$ cat config.mk
export PLATFORM = sky130hd
export DESIGN_NAME = bp_stream_uart_master
export DESIGN_NICKNAME = d
export VERILOG_FILES = /design/src/rtl/bp_stream_uart_master.sv
export SDC_FILE = /design/constraint.sdc
export NUM_CORES = 1
export LEC_CHECK = 0
export BUFFER_PORTS_ARGS = -buffer_cell sky130_fd_sc_hd__buf_2
export CAP_MARGIN = 15
export CORE_ASPECT_RATIO = 0.6
export CORE_MARGIN = 5
export CORE_UTILIZATION = 35
export DETAILED_ROUTE_END_ITERATION = 10
export MAX_ROUTING_LAYER = met4
export PLACE_DENSITY = 0.65
export SETUP_SLACK_MARGIN = 0.4
export SYNTH_ARGS = -nofsm -noshare
export SYNTH_HDL_FRONTEND = slang
export SYNTH_SLANG_ARGS = --single-unit
$ cat constraint.sdc
create_clock -name clk_i -period 1.11 [get_ports clk_i]
set_input_delay 0.1665 -clock clk_i [delete_from_list [all_inputs] [get_ports clk_i]]
set_output_delay 0.1665 -clock clk_i [all_outputs]
set_load 0.03 [all_outputs]
$ cat src/rtl/bp_stream_uart_master.sv
// Byte-stream to word-stream bridge: host bytes are packed into address/data writes, and
// returned words are unpacked into host bytes. Optional macro BP_STREAM_UART_SYNC_EN adds an 8'hA5 sync hunt.
module bp_stream_uart_master #(
  parameter int unsigned stream_addr_width_p = 32,
  parameter int unsigned stream_data_width_p = 32
) (
  input  logic                           clk_i,
  input  logic                           reset_n_i,

  input  logic                           rx_v_i,
  input  logic [7:0]                     rx_data_i,
  output logic                           rx_ready_o,

  output logic                           stream_v_o,
  output logic [stream_addr_width_p-1:0] stream_addr_o,
  output logic [stream_data_width_p-1:0] stream_data_o,
  input  logic                           stream_yumi_i,

  input  logic                           stream_v_i,
  input  logic [stream_data_width_p-1:0] stream_data_i,
  output logic                           stream_ready_o,

  output logic                           tx_v_o,
  output logic [7:0]                     tx_data_o,
  input  logic                           tx_ready_i
);

  localparam int unsigned FrameW     = stream_addr_width_p + stream_data_width_p;
  localparam int unsigned FrameBytes = FrameW / 8;
  localparam int unsigned WordBytes  = stream_data_width_p / 8;
  localparam int unsigned RxCntW     = (FrameBytes > 1) ? $clog2(FrameBytes) : 1;
  localparam int unsigned TxCntW     = (WordBytes > 1) ? $clog2(WordBytes) : 1;
  localparam logic [RxCntW-1:0] RxLast = RxCntW'(FrameBytes - 1);
  localparam logic [TxCntW-1:0] TxLast = TxCntW'(WordBytes - 1);

`ifdef BP_STREAM_UART_SYNC_EN
  typedef enum logic [1:0] {StCollect, StIssue, StHunt} rx_state_e;
  localparam rx_state_e RxHome = StHunt;
`else
  typedef enum logic [0:0] {StCollect, StIssue} rx_state_e;
  localparam rx_state_e RxHome = StCollect;
`endif

  typedef enum logic [0:0] {StIdle, StSend} tx_state_e;

  rx_state_e             rx_state_q, rx_state_d;
  logic [RxCntW-1:0]     rx_cnt_q, rx_cnt_d;
  logic [FrameW-1:0]     frame_q, frame_d;

  tx_state_e                     tx_state_q, tx_state_d;
  logic [TxCntW-1:0]             tx_cnt_q, tx_cnt_d;
  logic [stream_data_width_p-1:0] word_q, word_d;

  // RX path: bytes shift in from the top so the first byte ends up in the LSB.
  always_comb begin
    rx_state_d = rx_state_q;
    rx_cnt_d   = rx_cnt_q;
    frame_d    = frame_q;
    rx_ready_o = 1'b0;
    stream_v_o = 1'b0;
    unique case (rx_state_q)
      StCollect: begin
        rx_ready_o = 1'b1;
        if (rx_v_i) begin
          frame_d = {rx_data_i, frame_q[FrameW-1:8]};
          if (rx_cnt_q == RxLast) begin
            rx_cnt_d   = '0;
            rx_state_d = StIssue;
          end else begin
            rx_cnt_d = rx_cnt_q + 1'b1;
          end
        end
      end
      StIssue: begin
        stream_v_o = 1'b1;
        if (stream_yumi_i) begin
          rx_state_d = RxHome;
        end
      end
`ifdef BP_STREAM_UART_SYNC_EN
      StHunt: begin
        rx_ready_o = 1'b1;
        if (rx_v_i && (rx_data_i == 8'hA5)) begin
          rx_state_d = StCollect;
        end
      end
`endif
      default: rx_state_d = RxHome;
    endcase
  end

  assign stream_addr_o = frame_q[stream_addr_width_p-1:0];
  assign stream_data_o = frame_q[FrameW-1:stream_addr_width_p];

  // TX path: the byte on tx_data_o is always the LSB of the shifting word register.
  always_comb begin
    tx_state_d     = tx_state_q;
    tx_cnt_d       = tx_cnt_q;
    word_d         = word_q;
    stream_ready_o = 1'b0;
    tx_v_o         = 1'b0;
    unique case (tx_state_q)
      StIdle: begin
        stream_ready_o = 1'b1;
        if (stream_v_i) begin
          word_d     = stream_data_i;
          tx_cnt_d   = '0;
          tx_state_d = StSend;
        end
      end
      StSend: begin
        tx_v_o = 1'b1;
        if (tx_ready_i) begin
          word_d = word_q >> 8;
          if (tx_cnt_q == TxLast) begin
            tx_cnt_d   = '0;
            tx_state_d = StIdle;
          end else begin
            tx_cnt_d = tx_cnt_q + 1'b1;
          end
        end
      end
      default: tx_state_d = StIdle;
    endcase
  end

  assign tx_data_o = word_q[7:0];

  always_ff @(posedge clk_i or negedge reset_n_i) begin
    if (!reset_n_i) begin
      rx_state_q <= RxHome;
      rx_cnt_q   <= '0;
      frame_q    <= '0;
      tx_state_q <= StIdle;
      tx_cnt_q   <= '0;
      word_q     <= '0;
    end else begin
      rx_state_q <= rx_state_d;
      rx_cnt_q   <= rx_cnt_d;
      frame_q    <= frame_d;
      tx_state_q <= tx_state_d;
      tx_cnt_q   <= tx_cnt_d;
      word_q     <= word_d;
    end
  end

endmodule

==> results.sh, run 1 <==
export IMPL_status="finished, violations left"
export IMPL_violations="hold timing, setup timing"
export IMPL_met1_usage_pct=20.8
export IMPL_ys_types=24
export IMPL_cts_tree="built"
export IMPL_power_total_mw=23.5
export IMPL_syn_num_nets=355
export IMPL_grt_max_degree=26
export IMPL_synth_area_leaders="dfrtp_1 (55%), mux2i_1 (17%), mux2_4 (9.7%)"
export IMPL_crit_slowest_cell="dfrtp_2"
export IMPL_p_per_area_mw_per_mm2=3190
export IMPL_instances_no_fill=698
export IMPL_io_pins=122
export IMPL_antenna_found_initial=0
export IMPL_start_util_pct=35.9
export IMPL_use_met3_pct=3.73
export IMPL_dp_cells=592
export IMPL_die_y_um=99.3
export IMPL_syn_area_per_cell_sq_um=15.2
export IMPL_rows=32
export IMPL_clock_skew_final_ns=0.00658
export IMPL_first_iter_violations=87
export IMPL_power_internal_mw=14.8
export IMPL_ant_nets=0
export IMPL_coreArea_sq_mm=0.0129
export IMPL_rsz0062_at_grt="true"
export IMPL_clk_pin_slew_ns=0.07
export IMPL_leakage_nw=3.84
export IMPL_final_min_clock_period_ns=1.28
export IMPL_synthesis_area_sq_mm=0.00465
export IMPL_critical_path_class="flip-flop to flip-flop"
export IMPL_async_flop_share_pct=100
export IMPL_finalSetupViolCount=87
export IMPL_timing_hold_ws_ns=-0.281
export IMPL_drc=0
export IMPL_clock_latency_ns=0.34
export IMPL_finalWorstSetupSlack_ns=-0.172
export IMPL_synth_top_area_share_pct=55.5
export IMPL_cts_inserted_buffers=9
export IMPL_use_met2_pct=23.5
export IMPL_cts_root_buffer="clkbuf_16"
export IMPL_overflow=0
export IMPL_clockBufferDepth=2
export IMPL_seqPwrFrac_pct=29.1
export IMPL_crit_buf_inv=1
export IMPL_clock_sinks=103
export IMPL_die_x_um=159
export IMPL_worstSetupStartpointType="flip-flop"
export IMPL_pwr_share_clk_pct=14.1
export IMPL_top_usage_layer="met2"
export IMPL_synth_edff_count=0
export IMPL_netSwitchingPower_mw=8.72
export IMPL_synth_top_cell_by_area="dfrtp_1"
export IMPL_track_usage_pct=15.4
export IMPL_avgViaCountPerCell=4.66
export IMPL_port_buffers=121
export IMPL_num_vias=3256
export IMPL_tightest_slew_ns=0.337
export IMPL_fin_nets=572
export IMPL_postLayoutCoreUtil_pct=57.0
export IMPL_synth_ff_type="dfrtp_1"
export IMPL_max_freq_ghz=0.780
export IMPL_slowest_delay_ns=0.43
export IMPL_layout_drive_gt1_share_pct=63.3
export IMPL_synth_cells=306
export IMPL_drt_first_pass_iters=4
export IMPL_crit_chain="nand2b_4 -> buf_12 -> mux2_4"
export IMPL_diodes=0
export IMPL_critPathTopFamily="flip-flops"
export IMPL_pre_cts_slack_ns=-0.102
export IMPL_yosys_warnings=0
export IMPL_hold_viol_final=15
export IMPL_cts_hold_buf=1
export IMPL_fin_crit_sh_pct=115
export IMPL_min_path_type="primary input to asynchronous set/reset pin"
export IMPL_dp_hpwl_um=7340
export IMPL_drv_cap=0
export IMPL_tns_ns=-10.20
export IMPL_ir_drop_v=0.00170
export IMPL_pwr_share_comb_pct=56.8
export IMPL_crit_required_ns=1.33
export IMPL_grt_pass1_wl_um=19200
export IMPL_gp_congestion=0.723
export IMPL_p_sw_share_pct=37.0
export IMPL_finish_instance_area_sq_mm=0.00737
export IMPL_post_drt_wl_per_cell_um=17.6
export IMPL_grt_pass1_vias=3547
export IMPL_syn2layout_area_growth_pct=58.7
export IMPL_ys_seq_area_share_pct=55.5
export IMPL_htree_levels=3
export IMPL_ys_ff_latch=103
export IMPL_end_kind="flip-flop"
export IMPL_placedInstanceArea_sq_mm=0.00558
export IMPL_die_area_sq_mm=0.0158
export IMPL_slew_headroom_pct=77.5
export IMPL_cp_arrival_ns=1.50
export IMPL_finalWirelength_um=12300
export IMPL_path_max_fanout=13
export IMPL_fillers=1057
export IMPL_maxSlewViolCount=0
placed cells by master (no fill, tap or decap), types with 2 or more instances in the layout:
master and n:
mux2i_1 78, clkbuf_16 12, nand2_4 2, buf_12 9, nand2b_4 3, mux2_4 54, dfrtp_1 100, mux2_2 13
buf_4 84, buf_8 3, clkinvlp_4 2, dfrtp_2 3, o22ai_2 3, o2bb2ai_1 4, clkbuf_8 2, inv_6 2
buf_6 86, buf_2 44, o2bb2ai_2 2
synth_stat cells, types with 2 or more instances:
cell type / count
inv_1: 2
buf_6: 4
ha_1: 3
nor2_1: 2
dfrtp_1: 103
nand2_1: 3
mux2i_1: 79
mux2_2: 37
buf_4: 14
mux2_4: 30
o2bb2ai_1: 6
buf_2: 8
o22ai_1: 4
worst paths after layout:
check                                        from                       to  slack (ns)  cells past startpoint
max                          rx_state_q$_DFF_PN0_  frame_q[15]$_DFFE_PN0P_       -0.17                      3
min                                     reset_n_i    word_q[5]$_DFFE_PN0P_       -0.28                      1
max reg2reg                  rx_state_q$_DFF_PN0_  frame_q[15]$_DFFE_PN0P_       -0.17                      3
min reg2reg                word_q[23]$_DFFE_PN0P_   word_q[23]$_DFFE_PN0P_        0.50                      1
max in group asynchronous               reset_n_i   frame_q[4]$_DFFE_PN0P_        0.93                      2
min in group clk_i                   rx_data_i[1]  frame_q[57]$_DFFE_PN0P_        0.05                      2
timing repair:
action / CTS / global route
gates cloned: 2 / 5
pin swaps: 3 / 1
resized for setup: 171 / 38
endpoints found under the setup margin: 179 / 179
endpoints found under the hold margin: 16 / 15
buffers inserted: 73 / 9
cells by family after synthesis:
logic type,share of synthesized area (%)
DFF,55.5
buffers and inverters,4.33
AOI/OAI and AO/OA,2.10
adders and majority gates,0.808
and+or+nand+nor,1.45
muxes,35.7
xor gates and xnor gates,0.188
cell type report:
cell class	count	area, sq um	area share, %
inverter	2	13.8	0.187
clock inverter	5	63.8	0.865
multi-input combinational	175	2060	27.9
sequential	103	2580	35.0
clock buffer	11	253	3.43
timing repair buffer	232	2190	29.7
tap	170	213	2.88
registers in the layout (all words and copies together), names as in the netlist:
name and cells:
frame_q 64, rx_cnt_q 3, rx_state_q 1, tx_cnt_q 2
tx_state_q 1, word_q 32
routing by layer:
metal | vias up | wire length (um)
li1 | 1539 | -
met1 | 1636 | 5740
met2 | 70 | 5890
met3 | 11 | 488
met4 | 0 | 140
met5 | - | 0
power by group through the flow:
| stage | Clock [mW] | Sequential, mW | Combinational, mW |
|---|---|---|---|
| global placement | 0 | 6.82 | 8.09 |
| floorplan | 0 | 8.83 | 3.98 |
| detailed placement | 0 | 6.93 | 8.27 |
| CTS | 3.40 | 6.81 | 12.5 |
| global route | 3.57 | 7.07 | 14.1 |
| finish | 3.31 | 6.86 | 13.4 |
Power figures use the tool's default switching activity.
==> inputs of run 2 (changes only) <==
- SKIP_CTS_REPAIR_TIMING: unset -> 1
==> run 2 against run 1 <==
  * The flow still finishes with violations (hold timing, setup timing)
  * Cell area decreased by 3.5%
  * Die area unchanged
  * Clock skew decreased by 0.00081 ns
  * Worst setup slack got worse by 0.0012 ns
  * Worst hold slack about the same
  * Via count decreased by 3.0%
  * Core utilization decreased by 2.0 points
  * Register-to-register slack about the same
  * Maximum frequency about the same
  * Critical path type is now flip-flop to output port
  * Largest power group unchanged
  * Highest routed layer unchanged
==> results.sh, run 2 (same netlist as run 1, synthesis figures left out) <==
export IMPL_clock_latency_ns=0.33
export IMPL_finalSetupViolCount=93
export IMPL_instances_no_fill=682
export IMPL_rows=32
export IMPL_cts_root_buffer="clkbuf_16"
export IMPL_dp_cells=592
export IMPL_path_max_fanout=4
export IMPL_port_buffers=121
export IMPL_overflow=0
export IMPL_critical_path_class="flip-flop to output port"
export IMPL_htree_levels=3
export IMPL_diodes=0
export IMPL_top_register="frame_q"
export IMPL_drv_cap=0
export IMPL_cts_inserted_buffers=9
export IMPL_violations="hold timing, setup timing"
export IMPL_end_kind="output port"
export IMPL_num_vias=3158
export IMPL_drc=0
export IMPL_top_regs="frame_q x64, word_q x32, rx_cnt_q x3"
export IMPL_clockBufferDepth=2
export IMPL_worstSetupStartpointType="flip-flop"
export IMPL_p_per_area_mw_per_mm2=3150
export IMPL_layout_drive_gt1_share_pct=63.5
export IMPL_finalWirelength_um=11100
export IMPL_final_common_cell="dfrtp_1"
export IMPL_crit_buf_inv=3
export IMPL_grt_pass1_vias=3062
export IMPL_die_x_um=159
export IMPL_rsz0062_at_grt="true"
export IMPL_timing_hold_ws_ns=-0.281
export IMPL_pre_cts_slack_ns=-0.102
export IMPL_tns_ns=-12.03
export IMPL_clock_skew_final_ns=0.00577
export IMPL_first_iter_violations=77
export IMPL_max_freq_ghz=0.780
export IMPL_slowest_delay_ns=0.43
export IMPL_track_usage_pct=13.1
export IMPL_critPathTopFamily="flip-flops"
export IMPL_post_drt_wl_per_cell_um=16.2
export IMPL_coreArea_sq_mm=0.0129
export IMPL_status="finished, violations left"
export IMPL_leakage_nw=3.62
export IMPL_crit_required_ns=0.94
export IMPL_cp_arrival_ns=1.12
export IMPL_grt_max_degree=32
export IMPL_gp_congestion=0.723
export IMPL_clock_sinks=103
export IMPL_power_total_mw=22.4
export IMPL_start_util_pct=35.9
export IMPL_maxSlewViolCount=0
export IMPL_mostFrequentLayoutCells="dfrtp_1 (99), buf_6 (82), mux2i_1 (78), buf_4 (77), buf_2 (44)"
export IMPL_antenna_found_initial=0
export IMPL_finalWorstSetupSlack_ns=-0.173
export IMPL_clk_pin_slew_ns=0.07
export IMPL_ir_drop_v=0.00152
export IMPL_die_y_um=99.3
export IMPL_dp_hpwl_um=7340
export IMPL_tightest_slew_ns=0.329
export IMPL_crit_slowest_cell="dfrtp_2"
export IMPL_crit_chain="buf_6 -> clkinvlp_4 -> buf_6"
export IMPL_largest_reg_flops=64
export IMPL_slew_headroom_pct=78.0
export IMPL_ant_nets=0
export IMPL_rrSetupSlack_ns=-0.17
export IMPL_min_path_type="primary input to asynchronous set/reset pin"
export IMPL_fillers=1071
export IMPL_die_area_sq_mm=0.0158
export IMPL_fin_crit_sh_pct=116
export IMPL_drt_first_pass_iters=4
export IMPL_hold_viol_final=15
export IMPL_cts_tree="built"
export IMPL_grt_pass1_wl_um=16500
export IMPL_io_pins=122
export IMPL_cp_common_cell="buf_6"
export IMPL_avgViaCountPerCell=4.63
export IMPL_fin_nets=556
export IMPL_syn2layout_area_growth_pct=53.2
export IMPL_final_min_clock_period_ns=1.28
==> run 2: layout make-up <==
type,instances,area [sq um],share of cell area [%]
Clock buffer,11,253,3.55
Clock inverter,5,63.8,0.896
Inverter,2,13.8,0.193
Multi-Input combinational cell,174,1990,28.0
Sequential cell,103,2580,36.3
Tap cell,170,213,2.99
Timing Repair Buffer,217,2000,28.1
==> run 2: power breakdown <==
group | internal (mW) | switching (mW) | leakage (nW) | total (mW)
logic | 6.75 | 5.34 | 2.21 | 12.1
registers | 5.44 | 1.61 | 1.26 | 7.05
clock network | 1.89 | 1.41 | 0.153 | 3.30
==> run 2: final timing paths <==
| kind | start | end | depth (start not counted) |
|---|---|---|---|
| worst max register to register | rx_state_q$_DFF_PN0_ | frame_q[23]$_DFFE_PN0P_ | 3 |
| min in group clk_i | rx_data_i[0] | frame_q[56]$_DFFE_PN0P_ | 2 |
| worst max-delay path | tx_state_q$_DFF_PN0_ | stream_ready_o | 3 |
| worst min-delay path | reset_n_i | word_q[5]$_DFFE_PN0P_ | 1 |
| worst min register to register | word_q[23]$_DFFE_PN0P_ | word_q[23]$_DFFE_PN0P_ | 1 |
| max in group asynchronous | reset_n_i | frame_q[4]$_DFFE_PN0P_ | 2 |
==> run 2: metrics by stage <==
| step | util [%] | area (sq um) |
|---|---|---|
| 6_report | 55.1 | 7120 |
| 5_1_grt | 55.1 | 7120 |
| 4_1_cts | 45.6 | 5900 |
| 3_5_place_dp | 43.1 | 5580 |
| 3_3_place_gp | 43.1 | 5580 |
| 2_1_floorplan | - | 4720 |
==> run 2: layer usage <==
layer	GRT usage (%)	wire (um)	vias to the layer above
met2	19.1	5290	67
li1	-	-	1499
met1	18.1	5210	1584
met3	3.44	437	8
met5	-	0	-
met4	3.57	110	0
